--- config.mk ---
export PLATFORM = sky130hd
export DESIGN_NAME = player_move_sequencer
export DESIGN_NICKNAME = d
export VERILOG_FILES = /design/src/rtl/game_pkg.sv /design/src/rtl/move_bounds_check.sv /design/src/rtl/player_move_sequencer.sv
export SDC_FILE = /design/constraint.sdc
export NUM_CORES = 1
export LEC_CHECK = 0
export BUFFER_PORTS_ARGS = -buffer_cell sky130_fd_sc_hd__buf_4
export CORE_UTILIZATION = 36
export CTS_BUF_LIST = sky130_fd_sc_hd__clkbuf_8
export DETAILED_ROUTE_END_ITERATION = 7
export HOLD_SLACK_MARGIN = 0.06
export PLACE_DENSITY_LB_ADDON = 0.05
export SLEW_MARGIN = 20
export SYNTH_ARGS = -nofsm -noshare
export SYNTH_HDL_FRONTEND = slang
export SYNTH_HIERARCHICAL = 1
export SYNTH_SLANG_ARGS = --single-unit
export TNS_END_PERCENT = 10
--- constraint.sdc ---
create_clock -name vclk -period 3.6 [get_ports vclk]
set_input_delay 0.36 -clock vclk [delete_from_list [all_inputs] [get_ports vclk]]
set_output_delay 0.36 -clock vclk [all_outputs]
set_load 0.02 [all_outputs]
--- src/rtl/game_pkg.sv ---
// game_pkg
// Shared type definitions for the game-side RTL.
//   move_state_t : states of the player move sequencer (IDLE, QUERY, MOVE)
//   dir_t        : direction / facing encoding, 0 = up, 1 = down, 2 = left, 3 = right
package game_pkg;

    typedef enum logic [1:0] {
        ST_IDLE  = 2'd0,
        ST_QUERY = 2'd1,
        ST_MOVE  = 2'd2
    } move_state_t;

    typedef enum logic [1:0] {
        DIR_UP    = 2'd0,
        DIR_DOWN  = 2'd1,
        DIR_LEFT  = 2'd2,
        DIR_RIGHT = 2'd3
    } dir_t;

endpackage

--- src/rtl/move_bounds_check.sv ---
// move_bounds_check
// Computes the tile-aligned target position one tile away from the current
// position in the requested direction, and flags when that target would leave
// the legal play area.
//   pos_x, pos_y   : current top-left pixel position of the player
//   dir            : requested direction of travel
//   target_x/y     : position one tile away (only meaningful when in bounds)
//   out_of_bounds  : 1 when the target would be below 0 or above X_MAX/Y_MAX
module move_bounds_check
    import game_pkg::*;
#(
    parameter int TILE  = 16,
    parameter int X_MAX = 1008,
    parameter int Y_MAX = 752
) (
    input  logic [10:0] pos_x,
    input  logic [9:0]  pos_y,
    input  dir_t        dir,
    output logic [10:0] target_x,
    output logic [9:0]  target_y,
    output logic        out_of_bounds
);

    localparam logic [10:0] TILE_X       = 11'(TILE);
    localparam logic [9:0]  TILE_Y       = 10'(TILE);
    localparam logic [10:0] X_LAST_START = 11'(X_MAX - TILE);
    localparam logic [9:0]  Y_LAST_START = 10'(Y_MAX - TILE);

    // The limits are compared against the current position before any add or
    // subtract happens, so an unsigned underflow or overflow can never make an
    // illegal target look legal.
    always_comb begin
        target_x      = pos_x;
        target_y      = pos_y;
        out_of_bounds = 1'b0;
        unique case (dir)
            DIR_UP: begin
                if (pos_y < TILE_Y) out_of_bounds = 1'b1;
                else                target_y      = pos_y - TILE_Y;
            end
            DIR_DOWN: begin
                if (pos_y > Y_LAST_START) out_of_bounds = 1'b1;
                else                      target_y      = pos_y + TILE_Y;
            end
            DIR_LEFT: begin
                if (pos_x < TILE_X) out_of_bounds = 1'b1;
                else                target_x      = pos_x - TILE_X;
            end
            DIR_RIGHT: begin
                if (pos_x > X_LAST_START) out_of_bounds = 1'b1;
                else                      target_x      = pos_x + TILE_X;
            end
        endcase
    end

endmodule

--- src/rtl/player_move_sequencer.sv ---
// player_move_sequencer
// Turns level-sensitive direction buttons into tile-by-tile player moves.
// Once per frame it picks a direction, checks the play-area bounds, asks the
// collision map whether the target tile is passable, then slides the player
// STEP pixels per frame until the target tile is reached.
//   vclk, reset            : pixel clock, synchronous active-high reset
//   hcount, vcount         : raster position, frame tick is at (0,0)
//   up, down, left, right  : direction buttons
//   tile_req, tile_col/row : collision lookup request and target tile
//   tile_ack, tile_blocked : lookup response (blocked valid with ack)
//   player_x, player_y     : current top-left pixel position
//   facing                 : last direction chosen (game_pkg::dir_t encoding)
//   moving                 : high while sliding between tiles
//   bump                   : one-cycle pulse when a move is refused
// TILE must be an integer multiple of STEP so the slide lands exactly on the
// target.
module player_move_sequencer
    import game_pkg::*;
#(
    parameter int TILE  = 16,
    parameter int STEP  = 2,
    parameter int X_MAX = 1008,
    parameter int Y_MAX = 752,
    parameter int X_RST = 0,
    parameter int Y_RST = 80
) (
    input  logic        vclk,
    input  logic        reset,
    input  logic [10:0] hcount,
    input  logic [9:0]  vcount,
    input  logic        up,
    input  logic        down,
    input  logic        left,
    input  logic        right,
    output logic        tile_req,
    output logic [5:0]  tile_col,
    output logic [5:0]  tile_row,
    input  logic        tile_ack,
    input  logic        tile_blocked,
    output logic [10:0] player_x,
    output logic [9:0]  player_y,
    output logic [1:0]  facing,
    output logic        moving,
    output logic        bump
);

    localparam logic [10:0] STEP_X = 11'(STEP);
    localparam logic [9:0]  STEP_Y = 10'(STEP);
    localparam logic [10:0] TILE_X = 11'(TILE);
    localparam logic [9:0]  TILE_Y = 10'(TILE);

    move_state_t state, state_next;
    dir_t        face_q, face_next;
    dir_t        req_dir;
    logic [10:0] target_x_q, target_x_next, x_next;
    logic [9:0]  target_y_q, target_y_next, y_next;
    logic        bump_next;
    logic        frame_tick;
    logic        any_button;
    logic [10:0] cand_x;
    logic [9:0]  cand_y;
    logic        cand_oob;

    assign frame_tick = (hcount == 11'd0) && (vcount == 10'd0);
    assign any_button = up | down | left | right;

    // Fixed button priority: up beats down beats left beats right, so
    // pressing two buttons at once always resolves to the same direction.
    always_comb begin
        req_dir = DIR_RIGHT;
        if (up)        req_dir = DIR_UP;
        else if (down) req_dir = DIR_DOWN;
        else if (left) req_dir = DIR_LEFT;
    end

    move_bounds_check #(
        .TILE (TILE),
        .X_MAX(X_MAX),
        .Y_MAX(Y_MAX)
    ) u_bounds (
        .pos_x        (player_x),
        .pos_y        (player_y),
        .dir          (req_dir),
        .target_x     (cand_x),
        .target_y     (cand_y),
        .out_of_bounds(cand_oob)
    );

    // The lookup coordinates come straight from the registered target, which
    // only changes in IDLE, so they stay put for the whole QUERY wait.
    assign tile_req = (state == ST_QUERY);
    assign moving   = (state == ST_MOVE);
    assign facing   = face_q;
    assign tile_col = 6'(target_x_q / TILE_X);
    assign tile_row = 6'(target_y_q / TILE_Y);

    // Next-state and datapath decisions. In IDLE a frame tick with a button
    // held commits the facing even if the move is later refused. QUERY waits
    // for the ack with no timeout and ignores frame ticks. MOVE advances one
    // step per frame and drops back to IDLE on the tick that lands on target.
    always_comb begin
        state_next    = state;
        face_next     = face_q;
        target_x_next = target_x_q;
        target_y_next = target_y_q;
        x_next        = player_x;
        y_next        = player_y;
        bump_next     = 1'b0;
        unique case (state)
            ST_IDLE: begin
                if (frame_tick && any_button) begin
                    face_next = req_dir;
                    if (cand_oob) begin
                        bump_next = 1'b1;
                    end else begin
                        state_next    = ST_QUERY;
                        target_x_next = cand_x;
                        target_y_next = cand_y;
                    end
                end
            end
            ST_QUERY: begin
                if (tile_ack) begin
                    if (tile_blocked) begin
                        state_next = ST_IDLE;
                        bump_next  = 1'b1;
                    end else begin
                        state_next = ST_MOVE;
                    end
                end
            end
            ST_MOVE: begin
                if (frame_tick) begin
                    unique case (face_q)
                        DIR_UP:    y_next = player_y - STEP_Y;
                        DIR_DOWN:  y_next = player_y + STEP_Y;
                        DIR_LEFT:  x_next = player_x - STEP_X;
                        DIR_RIGHT: x_next = player_x + STEP_X;
                    endcase
                    if ((x_next == target_x_q) && (y_next == target_y_q)) begin
                        state_next = ST_IDLE;
                    end
                end
            end
            default: state_next = ST_IDLE;
        endcase
    end

    // State and datapath registers. Reset discards any lookup or partial
    // slide and puts the player back at the spawn point facing down.
    always_ff @(posedge vclk) begin
        if (reset) begin
            state      <= ST_IDLE;
            face_q     <= DIR_DOWN;
            player_x   <= 11'(X_RST);
            player_y   <= 10'(Y_RST);
            target_x_q <= 11'(X_RST);
            target_y_q <= 10'(Y_RST);
            bump       <= 1'b0;
        end else begin
            state      <= state_next;
            face_q     <= face_next;
            player_x   <= x_next;
            player_y   <= y_next;
            target_x_q <= target_x_next;
            target_y_q <= target_y_next;
            bump       <= bump_next;
        end
    end

endmodule

==> results of run 1 <==
power groups by stage:
stage	logic, uW	registers, uW	clock network (uW)
final	70.0	497	331
after global routing	76.3	497	363
after CTS	70.4	497	340
after detailed placement	70.1	509	0
after global placement	69.6	509	0
after floorplan	38.1	509	0
through the flow:
stage	instance area, um^2	util	worst slack (ns)	hold slack, ns
finish	4750	0.430	0.412	0.436
floorplan	4190	-	0.138	0.462
CTS	4750	0.430	0.450	0.416
global placement	4660	0.423	0.468	0.480
global route	4750	0.430	0.144	0.468
detailed placement	4660	0.423	0.459	0.495
tightest hold or removal path: stages:
cell     delay (ns)
buf_4          0.11
inv_1          0.04
a21oi_1        0.13
nor3_1         0.05
cells by family (layout without fill, tap and decap cells):
family	after synthesis	in the layout	synth area share
multiplexers	31	31	0.0758
AND/OR/NAND/NOR	177	177	0.229
XOR/XNOR	43	43	0.0905
adder cells (fa/ha/maj)	25	25	0.0788
flip-flops	45	45	0.216
buffers and inverters	77	118	0.101
AO/OA/AOI/OAI	121	121	0.207
other	1	8	0.000901
cell type report:
| type | instances | area (um^2) |
|---|---|---|
| well taps | 140 | 175 |
| inverters | 30 | 113 |
| multi-input cells | 405 | 2870 |
| repair buffers | 81 | 608 |
| fillers | 1125 | 6280 |
| clock buffers | 6 | 82.6 |
| clock inverters | 1 | 3.75 |
| flip-flops and latches | 45 | 901 |
flip-flops by register name, summed over array words and instances, names as in the netlist:
| signal | flops |
|---|---|
| target_y_q | 10 |
| player_x | 10 |
| bump | 1 |
| facing | 2 |
| player_y | 9 |
| target_x_q | 11 |
| state | 2 |
cell usage after synthesis, types with 5 or more instances:
cell type / n / area [um^2]
a21oi_1: 22 / 110
nand3_1: 14 / 70.1
a31oi_1: 8 / 50.1
and3_1: 5 / 31.3
nor4_1: 7 / 43.8
mux2i_1: 27 / 270
nor3_1: 14 / 70.1
nand4_1: 6 / 37.5
nor2_1: 61 / 229
nand2_1: 22 / 82.6
o21ai_0: 22 / 110
o31ai_1: 5 / 37.5
ha_1: 23 / 288
nand3b_1: 5 / 37.5
xor2_1: 17 / 149
buf_4: 22 / 165
o211ai_1: 6 / 45.0
clkbuf_1: 15 / 56.3
xnor2_1: 26 / 228
dfxtp_1: 45 / 901
nor2b_1: 11 / 68.8
inv_1: 30 / 113
a211oi_1: 7 / 52.6
layer usage:
metal  up-vias  global-route usage  routed length (um)  share of wire
met4         0              0.0381                  99         0.0082
met3         7              0.0267                 514          0.043
li1       1964                   -                   -              -
met1      1817               0.307                6090           0.51
met5         -                   0                   0              0
met2       116               0.328                5350           0.44
worst max-delay path by stage:
stage	from	end	slack (ns)
final	facing[0]$_SDFFE_PP1P_	state[1]$_SDFFE_PP0P_	0.41
after global routing	facing[0]$_SDFFE_PP1P_	state[1]$_SDFFE_PP0P_	0.14
after CTS	facing[0]$_SDFFE_PP1P_	state[1]$_SDFFE_PP0P_	0.45
after detailed placement	facing[0]$_SDFFE_PP1P_	state[1]$_SDFFE_PP0P_	0.46
after global placement	player_y[4]$_SDFFE_PP1P_	target_x_q[9]$_SDFFE_PP0P_	0.47
after floorplan	facing[1]$_SDFFE_PP0P_	state[1]$_SDFFE_PP0P_	0.14
==> impl_results.md, run 1 <==
- Die width: 110 um
- Die area: 12000 um^2
- Post-synth EDFFs: 0
- Diode count: 0
- Overall Power: 898 uW
- Initial antenna violation count: 0
- Worst EP arrival: 3.39 ns
- Non-filler cells, final: 708
- Worst Hold End: state[0]$_SDFFE_PP0P_
- Hold_sp: tile_ack
- Static leakage: 0.00194 uW
- Library cells used by synthesis: 76
- Area Growth Syn to Fin: 14.1%
- P per Cell Area: 189 nW/um^2
- # DRC: 0
- Dpl hpwl: 9160 um
- Largest net degree at the start of global routing: 46
- # Post-CTS Setup Buffers: 0
- Sink Count: 45
- Core box area: 11000 um^2
- Starting Density: 0.377
- CTS Root Cell: clkbuf_8
- CP Class: reg2reg
- Via/cell ratio: 5.51
- Ports: 67
- Worst setup SP type: register
- Max Clock Freq: 314 MHz
- Slowest stage delay, CP: 0.51 ns
- Post-synth top flop: dfxtp_1
- Worst reg2reg path depth: 11
- DR WL/cell: 17.0 um
- Tmin final: 3.19 ns
- Buffers on Ports: 64
- Syn Area/Cell: 8.00 um^2
- Site Rows: 38
- Overflow after GRT: 0
- 1st-iter DRT viols: 343
- Htree depth: 2
- Final setup viols: 0
- First-pass GRT wire length: 19300 um
- Stages on the worst setup path: 11
- Hold Path Class: in2reg
- VDD IR max: 0.121 mV
- YS warnings: 6
- CP Cell Sequence: nand2_1 > ha_1 > a21oi_1 > a21oi_1 > a2111oi_0 > buf_4 > xor2_1 > a22o_1 > nor4_1 > nand4b_1 > o31a_1
- P_sw: 219 uW
- Reg power frac: 0.554
- RSZ-0062 raised after global routing: no
- Max-slew headroom: 0.587
- Hold Violations, Final: 0
- Reg2reg end: state[1]$_SDFFE_PP0P_
- CTS tree: built
- Post-Syn Area: 4160 um^2
- Power share of the clock group: 0.368
- Via count: 3904
- Yosys reg bits: 45
- Worst-Margin Slew: 0.619 ns
- Crit path top cell by count: a21oi_1
- Slew Viols, Final: 0
- CTS hold repair buffers: 0
- Most frequent cells in the layout: buf_4, nor2_1, dfxtp_1, inv_1, mux2i_1
- Sequential area share after synthesis: 0.216
- Share of cells above drive strength 1: 0.185
- Gr usage total: 0.209
- Die Y-Extent: 110 um
- Crit-path max FO: 9
- Synth async-reset ratio: 0
- GPL Wtd Cong: 0.845
- FF-to-FF setup slack: 0.41 ns
- Vias in the first global route: 3559
- Worst-case clock buffer depth: 2
- Critical Path Sink Type: register
- Num CTS Buffers: 5
- RR Startpoint: facing[0]$_SDFFE_PP1P_
- Combinational Power Share: 0.078
- Sw frac: 0.244
- Slowest CP cell: a2111oi_0
- Layout Skew: 0.00748 ns
- Final net count: 622
- Top Family by Delay on Critical Path: compound AO/OA/AOI/OAI gates
- TNS Setup: 0 ns
- Final Cycle Share: 0.886
- Post-route ant nets: 0
- Clock latency at the later pin of the worst-skew pair: 0.30 ns
- Clock transition at path regs: 0.09 ns
- Cell count after synthesis: 520
- Outcome: finished, final reports clean
- Max-cap viol count: 0
- Worst Hold Depth: 4
- Post-Route WL: 12000 um
- Placed Instances: 701
- Pre-antenna DRT Iters: 5
- WP buf/inv: 1
- Req. time, crit path: 3.80 ns
- PostCTS Resize Cnt: 0
- Int Pwr: 679 uW
- Most common cell after layout, fill and taps aside: buf_4
Note: power is estimated with default switching activity, not from simulation.
==> run 2: changes to the inputs <==
==> constraint.sdc (replaced) <==
create_clock -name vclk -period 3.5 [get_ports vclk]
set_input_delay 0.35 -clock vclk [delete_from_list [all_inputs] [get_ports vclk]]
set_output_delay 0.35 -clock vclk [all_outputs]
set_load 0.02 [all_outputs]
==> impl_results.md, run 2 (same netlist as run 1, synthesis figures left out) <==
- # Post-CTS Setup Buffers: 0 (unchanged)
- Final net count: 623 (+0.16%)
- Worst reg2reg path depth: 10 (-1)
- Dpl hpwl: 9020 um (-1.6%)
- 1st-iter DRT viols: 222 (-35%)
- Worst-case clock buffer depth: 2 (unchanged)
- Worst slack, placed: 0.323 ns (-0.137 ns)
- Via count: 3926 (+0.56%)
- Req. time, crit path: 3.70 ns (-0.10 ns)
- Critical Path Sink Type: register
- Layout Skew: 0.00902 ns (+0.00154 ns)
- Overflow after GRT: 0 (unchanged)
- Clock transition at path regs: 0.09 ns (about the same)
- Max-slew headroom: 0.563 (-0.0235)
- FF-to-FF setup slack: 0.30 ns (-0.11 ns)
- Share of cells above drive strength 1: 0.189 (+0.00461)
- Final Util: 0.435 (+0.00499)
- Tmin final: 3.20 ns (+0.0113 ns)
- Site Rows: 38 (unchanged)
- Hold Violations, Final: 0 (unchanged)
- Post-route ant nets: 0 (unchanged)
- Largest register by flop count: target_x_q
- Num CTS Buffers: 5 (unchanged)
- Hold_sp: tile_ack
- Max Clock Freq: 313 MHz (-0.35%)
- Most common cell after layout, fill and taps aside: buf_4
- CTS tree: built
- TNS Setup: 0 ns (unchanged)
- Die Y-Extent: 110 um (unchanged)
- Biggest regs: target_x_q: 11 flops, player_x: 10 flops, target_y_q: 10 flops
- Clock latency at the later pin of the worst-skew pair: 0.30 ns (about the same)
- CTS Root Cell: clkbuf_8
- Most frequent cells in the layout: buf_4, nor2_1, dfxtp_1, inv_1, mux2i_1
- Worst Hold End: state[0]$_SDFFE_PP0P_
- Static leakage: 0.00196 uW (+1.3%)
- Sink Count: 45 (unchanged)
- Initial antenna violation count: 0 (unchanged)
- RR Startpoint: facing[0]$_SDFFE_PP1P_
- Ports: 67 (unchanged)
- VDD IR max: 0.192 mV (+59%)
- Hold Path Class: in2reg
- Worst setup SP type: register
- Crit-path max FO: 10 (+1)
- Gr usage total: 0.208 (-0.00138)
- Core box area: 11000 um^2 (unchanged)
- Outcome: finished, final reports clean
- Area Growth Syn to Fin: 15.4%
- # DRC: 0 (unchanged)
- Die width: 110 um (unchanged)
- Worst EP arrival: 3.40 ns (about the same)
- RSZ-0062 raised after global routing: no
- Max reg flops: 11 (unchanged)
- CTS hold repair buffers: 0 (unchanged)
- P per Cell Area: 220 nW/um^2 (+16%)
- Starting Density: 0.377 (unchanged)
- Via/cell ratio: 5.53 (+0.28%)
- Die area: 12000 um^2 (unchanged)
- Htree depth: 2 (unchanged)
- Slew Viols, Final: 0 (unchanged)
- Worst-Margin Slew: 0.654 ns (+0.0352 ns)
- First-pass GRT wire length: 19300 um (-0.25%)
- Final Cycle Share: 0.914 (+0.0285)
- PostCTS Resize Cnt: 0 (unchanged)
- Vias in the first global route: 3688 (+3.6%)
- Pre-antenna DRT Iters: 5 (unchanged)
- Worst Hold Depth: 4 (unchanged)
- Diode count: 0 (unchanged)
- Max-cap viol count: 0 (unchanged)
- Buffers on Ports: 64 (unchanged)
- Final setup viols: 0 (unchanged)
- Final WS setup: 0.300 ns (-0.111 ns)
- Post-Route WL: 11800 um (-1.8%)
- CP Class: reg2reg
- DR WL/cell: 16.7 um (-2.0%)
- Largest net degree at the start of global routing: 46 (unchanged)
- GPL Wtd Cong: 0.783 (-7.3%)
- Reg2reg end: state[1]$_SDFFE_PP0P_
## run 2: cell count changes in the layout (fill, tap and decap cells not counted), sizes merged
cell    previous run  this run
clkbuf             6         5
buf               81        82
bufinv             0         2
clkinv             0         1
inv               31        30
## run 2: critical path: stages, from the launching register on
cell	delay, ns
dfxtp_1	0.53
nand2_1	0.34
ha_1	0.42
a21oi_1	0.27
o221ai_1	0.25
a31oi_1	0.28
xnor2_1	0.14
a22o_1	0.23
nor4_1	0.27
nand4b_1	0.12
o31a_1	0.25
## run 2: area by class of cell
class	count	area (um^2)
inverter	30	113
clock inverter	3	65.1
fill	1128	6230
sequential	45	901
tap	140	175
timing repair buffer	82	616
clock buffer	5	68.8
multi-input combinational	405	2870
## run 2: worst max path at each step
| stage | startpoint | end | depth (start not counted) |
|---|---|---|---|
| 2_1_floorplan | facing[1]$_SDFFE_PP0P_ | state[1]$_SDFFE_PP0P_ | 12 |
| 3_3_place_gp | facing[0]$_SDFFE_PP1P_ | state[1]$_SDFFE_PP0P_ | 11 |
| 3_5_place_dp | facing[0]$_SDFFE_PP1P_ | state[1]$_SDFFE_PP0P_ | 11 |
| 4_1_cts | facing[0]$_SDFFE_PP1P_ | state[1]$_SDFFE_PP0P_ | 11 |
| 5_1_grt | facing[0]$_SDFFE_PP1P_ | state[1]$_SDFFE_PP0P_ | 11 |
| 6_report | facing[0]$_SDFFE_PP1P_ | state[1]$_SDFFE_PP0P_ | 10 |
## run 2: metrics by stage
stage	hold WS, ns	area (um^2)	cells	power (uW)
detailed placement	0.491	4670	702	595
global route	0.419	4800	710	1100
CTS	0.400	4800	710	1070
global placement	0.476	4670	702	595
finish	0.401	4800	710	1060
floorplan	0.462	4190	527	563
## run 2: where the power goes
part | switching, uW | leakage [uW] | internal, uW | total [uW]
Sequential | 0.000111 | 0.000362 | 511 | 511
Combinational | 38.2 | 0.00153 | 33.7 | 71.9
Clock | 191 | 0.0000681 | 284 | 475
Total | 229 | 0.00196 | 829 | 1060
## run 2: metal layers
metal  wire, um  up-vias  global-route usage
met3        455        9              0.0261
li1           -     1963                   -
met2       5420       90               0.336
met5          0        -                   0
met1       5820     1864               0.292
met4        145        0              0.0505
==> run 3: changes to the inputs <==
--- a/config.mk
+++ b/config.mk
@@ -5,8 +5,10 @@
 export SDC_FILE = /design/constraint.sdc
 export NUM_CORES = 1
 export LEC_CHECK = 0
+export ABC_AREA = 1
 export BUFFER_PORTS_ARGS = -buffer_cell sky130_fd_sc_hd__buf_4
-export CORE_UTILIZATION = 36
+export CORE_MARGIN = 2
+export CORE_UTILIZATION = 55
 export CTS_BUF_LIST = sky130_fd_sc_hd__clkbuf_8
 export DETAILED_ROUTE_END_ITERATION = 7
 export HOLD_SLACK_MARGIN = 0.06
==> impl_results.md, run 3 <==
- Outcome: finished, final reports clean
- RR Startpoint: player_x[5]$_SDFFE_PP0P_
- Hold_sp: reset
- Gr usage total: 0.288 (+0.0802)
- Yosys reg bits: 45 (unchanged)
- Clock transition at path regs: 0.09 ns (about the same)
- Vias in the first global route: 4436 (+20%)
- CTS hold repair buffers: 0 (unchanged)
- Int Pwr: 707 uW (-15%)
- # Post-CTS Setup Buffers: 0 (unchanged)
- Die Y-Extent: 95.0 um (-13%)
- Slowest CP cell: dfxtp_1
- Clock latency at the later pin of the worst-skew pair: 0.29 ns (about the same)
- P per Cell Area: 187 nW/um^2 (-15%)
- Req. time, crit path: 3.66 ns (-0.04 ns)
- Largest register by flop count: target_x_q
- Site Rows: 33 (-13%)
- Worst reg2reg path depth: 10 (unchanged)
- Initial antenna violation count: 0 (unchanged)
- Via count: 4761 (+21%)
- Sw frac: 0.247 (+0.0298)
- Worst-case clock buffer depth: 2 (unchanged)
- Final net count: 842 (+35%)
- WP buf/inv: 1 (+1)
- First-pass GRT wire length: 20700 um (+7.3%)
- Post-route ant nets: 0 (unchanged)
- Combinational Power Share: 0.101 (+0.033)
- Design area: 5020 um^2 (+4.5%)
- TNS Setup: 0 ns (unchanged)
- Worst-Margin Slew: 0.641 ns (-0.0133 ns)
- Cell count after synthesis: 745 (+43%)
- Crit-path max FO: 37 (+27)
- CP Cell Sequence: ha_1 > nand3_1 > o21ai_2 > nand2_2 > nand2_1 > nand4_1 > inv_1 > nand2_2 > o21ai_0 > a21oi_1
- Most frequent cells in the layout: nand2_1, inv_1, nand3_1, buf_4, nor2_1
- Die area: 9020 um^2 (-25%)
- Buffers on Ports: 64 (unchanged)
- CP Class: reg2reg
- GPL Wtd Cong: 0.869 (+11%)
- Ports: 67 (unchanged)
- Critical Path Sink Type: register
- Num CTS Buffers: 5 (unchanged)
- Slew Viols, Final: 0 (unchanged)
- Max Clock Freq: 357 MHz (+14%)
- Starting Density: 0.559 (+0.182)
- Biggest regs: target_x_q: 11 flops, player_x: 10 flops, target_y_q: 10 flops
- Syn Area/Cell: 6.11 um^2 (-24%)
- DP Area: 4930 um^2 (+5.7%)
- Final Cycle Share: 0.801 (-0.114)
- Core box area: 8130 um^2 (-26%)
- Worst EP arrival: 2.97 ns (-0.43 ns)
- Library cells used by synthesis: 47 (-38%)
- Max reg flops: 11 (unchanged)
- Max-cap viol count: 0 (unchanged)
- Sink Count: 45 (unchanged)
- Crit path top cell by count: nand2_2
- Synth top area cells: dfxtp_1, nand2_1, nand3_1
- Reg power frac: 0.550 (+0.067)
- CTS Root Cell: clkbuf_8
- Worst Hold Depth: 2 (-2)
- Reg2reg end: target_x_q[4]$_SDFFE_PP0P_
- 1st-iter DRT viols: 283 (+27%)
- PostCTS Resize Cnt: 0 (unchanged)
- Die width: 95.0 um (-13%)
- RSZ-0062 raised after global routing: no
- Most common cell after layout, fill and taps aside: nand2_1
- Tmin final: 2.80 ns (-0.398 ns)
- Max-slew headroom: 0.571 (+0.00793)
- YS warnings: 6 (unchanged)
- Pre-antenna DRT Iters: 5 (unchanged)
- Post-synth top flop: dfxtp_1
- Diode count: 0 (unchanged)
- Htree depth: 2 (unchanged)
- Power share of the clock group: 0.349 (-0.100)
- Largest area contributor in the netlist: dfxtp_1
- Synth async-reset ratio: 0 (unchanged)
- Share of cells above drive strength 1: 0.169 (-0.0207)
- # DRC: 0 (unchanged)
- Slowest stage delay, CP: 0.65 ns (+0.12 ns)
- Worst Hold End: bump$_SDFF_PP0_
- Largest net degree at the start of global routing: 38 (-17%)
- Dpl hpwl: 9520 um (+5.6%)
- Post-synth top area share: 0.198 (-0.0185)
- Via/cell ratio: 5.33 (-3.6%)
- Critical Path Start: player_x[5]$_SDFFE_PP0P_
- Most frequent cell after synthesis: nand2_1
- Post-synth EDFFs: 0 (unchanged)
- Static leakage: 0.00262 uW (+33%)
- Worst setup SP type: register
- Overflow after GRT: 0 (unchanged)
- Commonest cells in the netlist: nand2_1, inv_1, nand3_1
- Top Family by Delay on Critical Path: compound AO/OA/AOI/OAI gates
- CTS tree: built
- Hold Path Class: in2reg
- DR WL/cell: 13.9 um (-17%)
- Area Growth Syn to Fin: 10.3%
- Layout Skew: 0.00739 ns (-0.00163 ns)
- Sequential area share after synthesis: 0.198 (-0.0185)
- Post-Route WL: 12400 um (+4.7%)
- FF-to-FF setup slack: 0.70 ns (+0.40 ns)
- Post-Syn Area: 4550 um^2 (+9.3%)
- Hold Violations, Final: 0 (unchanged)
- P_sw: 232 uW (+0.93%)
- Hold_ws: 0.314 ns (-0.0868 ns)
- VDD IR max: 0.137 mV (-29%)
- Final setup viols: 0 (unchanged)
[run 3: metrics by stage]
stage                     worst slack (ns)  instances  utilization  power, uW
final                                0.698        893        0.617        939
after global routing                 0.375        893        0.617        973
after CTS                            0.732        893        0.617        942
after detailed placement             0.745        886        0.607        622
after global placement               0.789        886        0.607        621
after floorplan                       1.17        751            -        582
[run 3: worst max-delay path by stage]
stage / cells past startpoint / endpoint
2_1_floorplan: 19 / state[1]$_SDFFE_PP0P_
3_3_place_gp: 10 / target_x_q[4]$_SDFFE_PP0P_
3_5_place_dp: 10 / target_x_q[4]$_SDFFE_PP0P_
4_1_cts: 10 / target_x_q[4]$_SDFFE_PP0P_
5_1_grt: 19 / state[1]$_SDFFE_PP0P_
6_report: 10 / target_x_q[4]$_SDFFE_PP0P_
[run 3: final cells by class]
type                       count  area (um^2)
inverter                     108          408
fill                         799         3110
tap                          105          131
timing repair buffer          70          526
clock inverter                 1         3.75
sequential                    45          901
multi-input combinational    558         2970
clock buffer                   6         82.6
[run 3: cells by family (layout without fill, tap and decap cells)]
| kind of cell | Yosys count | count (layout) | share of synthesized area |
|---|---|---|---|
| simple gates | 400 | 400 | 0.403 |
| buf+inv | 148 | 185 | 0.155 |
| compound gates | 105 | 105 | 0.130 |
| flops | 45 | 45 | 0.198 |
| fa+ha+maj | 25 | 25 | 0.0721 |
| xor+xnor | 21 | 21 | 0.0421 |
| other cells | 1 | 7 | 0.000824 |
[run 3: power by group through the flow]
stage               clock network [uW]  registers [uW]  logic [uW]
floorplan                            0             528        54.1
global route                       350             517         106
detailed placement                   0             528        94.2
finish                             328             516        94.7
global placement                     0             528        93.1
CTS                                331             516        94.3
[run 3: per-layer routing]
layer,routed length (um),global-route usage
met5,0,0
met4,141,0.0773
met3,776,0.0487
met2,5580,0.467
met1,5890,0.395
